--- src/rtl/frame_loader.sv ---
// frame_loader: writes a byte-serial RGB stream into the dual-port image RAM.
module frame_loader #(
  parameter int NUM_IMAGES   = 12,
  parameter int PIXEL_DEPTH  = 8,
  parameter int PANEL_WIDTH  = 64,
  parameter int PANEL_HEIGHT = 32,
  parameter int ADDR_WIDTH   = 15
) (
  input  logic                     clk,
  input  logic                     rst,
  input  logic                     start,
  input  logic [3:0]               img_sel,
  input  logic [7:0]               s_data,
  input  logic                     s_valid,
  output logic                     s_ready,
  output logic                     wr_en,
  output logic [ADDR_WIDTH-1:0]    wr_addr,
  output logic [6*PIXEL_DEPTH-1:0] wr_data,
  output logic [1:0]               wr_be,
  output logic                     busy,
  output logic                     done,
  output logic                     err
);
  localparam int CW = $clog2(PANEL_WIDTH);
  localparam int RW = $clog2(PANEL_HEIGHT);
  localparam int PW = 3 * PIXEL_DEPTH;
  localparam logic [CW-1:0] COL_LAST = CW'(PANEL_WIDTH - 1);
  localparam logic [RW-1:0] ROW_LAST = RW'(PANEL_HEIGHT - 1);
  localparam logic [RW-1:0] ROW_HALF = RW'(PANEL_HEIGHT / 2);
  typedef enum logic [1:0] {IDLE, RECV, WRITE, DONE} state_t;
  state_t                 state_q;
  logic [3:0]             img_q;
  logic [RW-1:0]          row_q;
  logic [CW-1:0]          col_q;
  logic [1:0]             byte_q;
  logic [PIXEL_DEPTH-1:0] r_q, g_q;
  logic                   s_ready_q, wr_en_q, busy_q, done_q, err_q;
  logic [ADDR_WIDTH-1:0]  wr_addr_q;
  logic [2*PW-1:0]        wr_data_q;
  logic [1:0]             wr_be_q;
  logic                   accept, lower, img_ok;
  assign accept  = s_valid && s_ready_q;
  assign lower   = row_q >= ROW_HALF;
  assign img_ok  = {1'b0, img_sel} < 5'(NUM_IMAGES);
  assign s_ready = s_ready_q;
  assign wr_en   = wr_en_q;
  assign wr_addr = wr_addr_q;
  assign wr_data = wr_data_q;
  assign wr_be   = wr_be_q;
  assign busy    = busy_q;
  assign done    = done_q;
  assign err     = err_q;
  always_ff @(posedge clk) begin
    if (rst) begin
      state_q   <= IDLE;
      img_q     <= '0;
      row_q     <= '0;
      col_q     <= '0;
      byte_q    <= '0;
      r_q       <= '0;
      g_q       <= '0;
      s_ready_q <= 1'b0;
      wr_en_q   <= 1'b0;
      wr_addr_q <= '0;
      wr_data_q <= '0;
      wr_be_q   <= '0;
      busy_q    <= 1'b0;
      done_q    <= 1'b0;
      err_q     <= 1'b0;
    end else begin
      done_q    <= 1'b0;
      err_q     <= 1'b0;
      wr_en_q   <= 1'b0;
      wr_addr_q <= '0;
      wr_data_q <= '0;
      wr_be_q   <= '0;
      case (state_q)
        IDLE: if (start) begin
          if (img_ok) begin
            img_q     <= img_sel;
            row_q     <= '0;
            col_q     <= '0;
            byte_q    <= '0;
            busy_q    <= 1'b1;
            s_ready_q <= 1'b1;
            state_q   <= RECV;
          end else begin
            err_q <= 1'b1;
          end
        end
        RECV: if (accept) begin
          if (byte_q == 2'd0) r_q <= s_data;
          if (byte_q == 2'd1) g_q <= s_data;
          byte_q <= (byte_q == 2'd2) ? 2'd0 : byte_q + 2'd1;
          // B byte goes straight into the write word; upper half holds the top scan rows
          if (byte_q == 2'd2) begin
            s_ready_q <= 1'b0;
            wr_en_q   <= 1'b1;
            wr_addr_q <= {img_q, 1'b0, row_q[RW-2:0], col_q};
            wr_data_q <= lower ? {{PW{1'b0}}, r_q, g_q, s_data} : {r_q, g_q, s_data, {PW{1'b0}}};
            wr_be_q   <= lower ? 2'b01 : 2'b10;
            state_q   <= WRITE;
          end
        end
        WRITE: begin
          col_q <= (col_q == COL_LAST) ? '0 : col_q + 1'b1;
          if (col_q == COL_LAST) row_q <= row_q + 1'b1;
          if (col_q == COL_LAST && row_q == ROW_LAST) begin
            done_q  <= 1'b1;
            state_q <= DONE;
          end else begin
            s_ready_q <= 1'b1;
            state_q   <= RECV;
          end
        end
        default: begin
          busy_q  <= 1'b0;
          state_q <= IDLE;
        end
      endcase
    end
  end
endmodule

--- config.mk ---
export PLATFORM = sky130hd
export DESIGN_NAME = frame_loader
export DESIGN_NICKNAME = d
export VERILOG_FILES = /design/src/rtl/frame_loader.sv
export SDC_FILE = /design/constraint.sdc
export NUM_CORES = 1
export LEC_CHECK = 0
export BUFFER_PORTS_ARGS = -buffer_cell sky130_fd_sc_hd__buf_2
export CAP_MARGIN = 5
export CORE_MARGIN = 2
export CORE_UTILIZATION = 56
export CTS_BUF_LIST = sky130_fd_sc_hd__clkbuf_4 sky130_fd_sc_hd__clkbuf_8 sky130_fd_sc_hd__clkbuf_16
export DETAILED_ROUTE_END_ITERATION = 10
export HOLD_SLACK_MARGIN = 0.12
export PLACE_DENSITY_LB_ADDON = 0.2
export SKIP_CTS_REPAIR_TIMING = 1
export SLEW_MARGIN = 20
export SYNTH_ARGS = -nofsm -noshare
export SYNTH_HDL_FRONTEND = slang
export SYNTH_SLANG_ARGS = --single-unit
--- constraint.sdc ---
create_clock -name clk -period 5.1 [get_ports clk]
set_input_delay 1.275 -clock clk [delete_from_list [all_inputs] [get_ports clk]]
set_output_delay 1.275 -clock clk [all_outputs]
set_load 0.03 [all_outputs]
==> results.py <==
metrics = {
    "layout": {
        "nNetsFinal": 429,
        "diodes": 0,
        "final_common_cell": "dfxtp_1",
        "syn_to_final_growth_pct": 18.9,
        "drive_above_1_share_pct": 25.9,
        "final_cell_mix": "dfxtp_1 (104), buf_2 (84), and2_1 (40), nor2_1 (32), and3_1 (25)",
    },
    "critical_path": {
        "critPathKind": "input port to flip-flop",
        "arrival_ns": 2.68,
        "critPathMaxFanout": 36,
        "cp.required_ns": 5.39,
        "reg2reg_setup_slack_ns": 3.06,
        "timing.rr.end": "r_q[6]",
        "worstSetupEndpointType": "flip-flop",
        "r2r_start": "state_q[1]",
        "worstSetupStartpointType": "input port",
        "reg2regPathDepth": 6,
    },
    "logic_synthesis": {
        "syn_area_per_cell_sq_um": 10.7,
        "synth_top_area_share_pct": 60.0,
        "ys.flop_type": "dfxtp_1",
        "syn-num-nets": 349,
        "synth_area_leaders": "dfxtp_1 (60%), and2_1 (7.2%), mux2i_1 (6.1%)",
        "synthArstFlopShare_pct": 0,
        "netlist_area_sq_um": 3470,
        "ys_warn_count": 0,
        "synth_seq_cells": 104,
        "synthCells": 325,
        "synth_area_leader_cell": "dfxtp_1",
        "synth_edf_count": 0,
        "seq_area_frac_synth_pct": 60.0,
        "synth.distinct_cells": 38,
    },
    "route": {
        "dr.pass1.iters": 6,
        "drt-initial-drc-count": 76,
        "drc": 0,
        "ant_nets": 0,
        "vias_per_cell": 5.14,
        "vias": 2494,
        "wl_per_cell_um": 13.5,
        "wl_mm": 6.53,
    },
    "floorplan": {
        "pin_count": 86,
        "die_w_um": 82.7,
        "coreArea_sq_um": 5960,
        "initial_core_util_pct": 58.2,
        "num_rows": 28,
        "dieArea_sq_um": 6840,
        "die_h_um": 82.7,
    },
    "grt": {
        "grt_pass1_wl_mm": 10.4,
        "grt_pass1_vias": 2243,
        "gr-total-overflow": 0,
        "grt_usage_pct": 20.0,
        "grt_max_degree": 41,
        "grt_antenna_before_repair": 0,
    },
    "cts": {
        "clk_pin_slew_ns": 0.09,
        "numCtsBuffers": 9,
        "htree_levels": 3,
        "cts_root_buf": "clkbuf_8",
        "cts.sinks": 104,
        "clk_latency_ns": 0.35,
        "cts_tree": "yes",
        "clk_path_buf_depth": 2,
    },
    "sta": {
        "final.setup.tns_ns": 0,
        "max_slew.worst_pin.slew_ns": 0.865,
        "relSlewSlack_pct": 42.3,
        "fin_hold_ws_ns": 0.458,
        "maxSlewViolCount": 0,
        "grt_setup_unrepaired": "false",
        "final-setup-viol-count": 0,
        "clock_skew_ns": 0.0115,
        "fin_crit_sh_pct": 46.8,
        "hold_viol_final": 0,
        "fmax_ghz": 0.419,
        "period_needed_ns": 2.39,
    },
    "outcome": {
        "status": "complete, no violations",
    },
    "hold_path": {
        "holdPathStages": 1,
        "min-delay-start": "img_q[1]",
        "hold_end": "wr_addr[12]",
        "holdCritPathClass": "flip-flop to flip-flop",
    },
    "placement": {
        "dp.final_hpwl_mm": 4.37,
        "io_buffer_count": 84,
        "gp_congestion": 0.725,
    },
    "pwr": {
        "leakagePower_nw": 2.02,
        "powerDensity_nw_per_um2": 374,
        "ir_drop_mv": 0.211,
    },
    "job": {
        "drv_cap": 0,
    },
}
-- per-layer routing --
layer	track usage (%)	up-vias	part of all wire, %
met5	0	-	0
met4	7.87	0	1.1
met3	3.70	7	4.9
met2	32.6	58	48
met1	26.3	1175	46
li1	-	1254	-
-- worst max-delay path, cell delays in order --
cell	delay [ns]
buf_2	0.31
nor3b_4	0.27
and2b_1	0.59
and2_1	0.22
-- flip-flops by register name, indices dropped and copies added (netlist names) --
| register | cells |
|---|---|
| wr_data | 48 |
| g_q | 8 |
| wr_en | 1 |
| busy | 1 |
| wr_be | 2 |
| state_q | 2 |
| img_q | 4 |
| wr_addr | 14 |
| err | 1 |
| done | 1 |
| s_ready | 1 |
| r_q | 8 |
| row_q | 5 |
| byte_q | 2 |
| col_q | 6 |
-- worst max-delay path by stage --
stage | start | to
floorplan | start | col_q[5]
detailed placement | rst | wr_data[45]
global placement | rst | wr_data[37]
finish | rst | wr_data[45]
global route | rst | wr_data[45]
CTS | rst | wr_data[45]
-- per-stage QoR --
step	utilization (%)	total power [mW]	instance area [sq um]	std cells	worst slack (ns)
after floorplan	-	1.04	3470	325	2.64
after global placement	66.0	1.08	3930	469	2.39
after detailed placement	66.0	1.09	3930	469	2.35
after CTS	69.2	1.55	4120	485	2.72
after global routing	69.2	1.62	4120	485	2.58
final	69.2	1.54	4120	485	2.71
-- report_power, final --
| part | internal [mW] | switching [mW] | total, mW |
|---|---|---|---|
| combinational | 0.0838 | 0.133 | 0.216 |
| sequential | 0.836 | 0.0216 | 0.858 |
| clock | 0.196 | 0.272 | 0.468 |
-- synthesized netlist by cell type (2+ instances only) --
cell / n
nand2_1: 7
a22oi_1: 2
o21bai_1: 2
nand4_1: 4
o21ai_0: 7
a21oi_1: 12
ha_1: 8
or3_1: 4
inv_1: 7
dfxtp_1: 104
buf_2: 2
o31ai_1: 3
nor2_1: 32
nor3_1: 5
nand3_1: 6
and3_1: 25
clkbuf_1: 12
or4_1: 3
nand2b_1: 2
and2_1: 40
mux2i_1: 21
-- logic make-up (layout without fill, tap and decap cells) --
logic type               count (synthesis)  after routing  share of synthesized area (%)
AO/OA/AOI/OAI                           31             31                           5.70
XOR/XNOR                                 1              1                          0.253
flip-flops                             104            104                           60.0
other                                    1              1                          0.108
AND/OR/NAND/NOR                        134            134                           21.5
buffers and inverters                   23            108                           2.67
multiplexers                            23             23                           6.82
adder cells (fa/ha/maj)                  8              8                           2.89
-- area by class of cell --
class / instances / area [sq um]
fill: 462 / 1830
tap: 75 / 93.8
clock buffer: 10 / 138
clock inverter: 6 / 56.3
multi-input combinational: 198 / 1300
sequential: 104 / 2080
timing repair buffer: 85 / 428
inverter: 7 / 26.3
No activity file was read; power rests on OpenSTA's default activity.
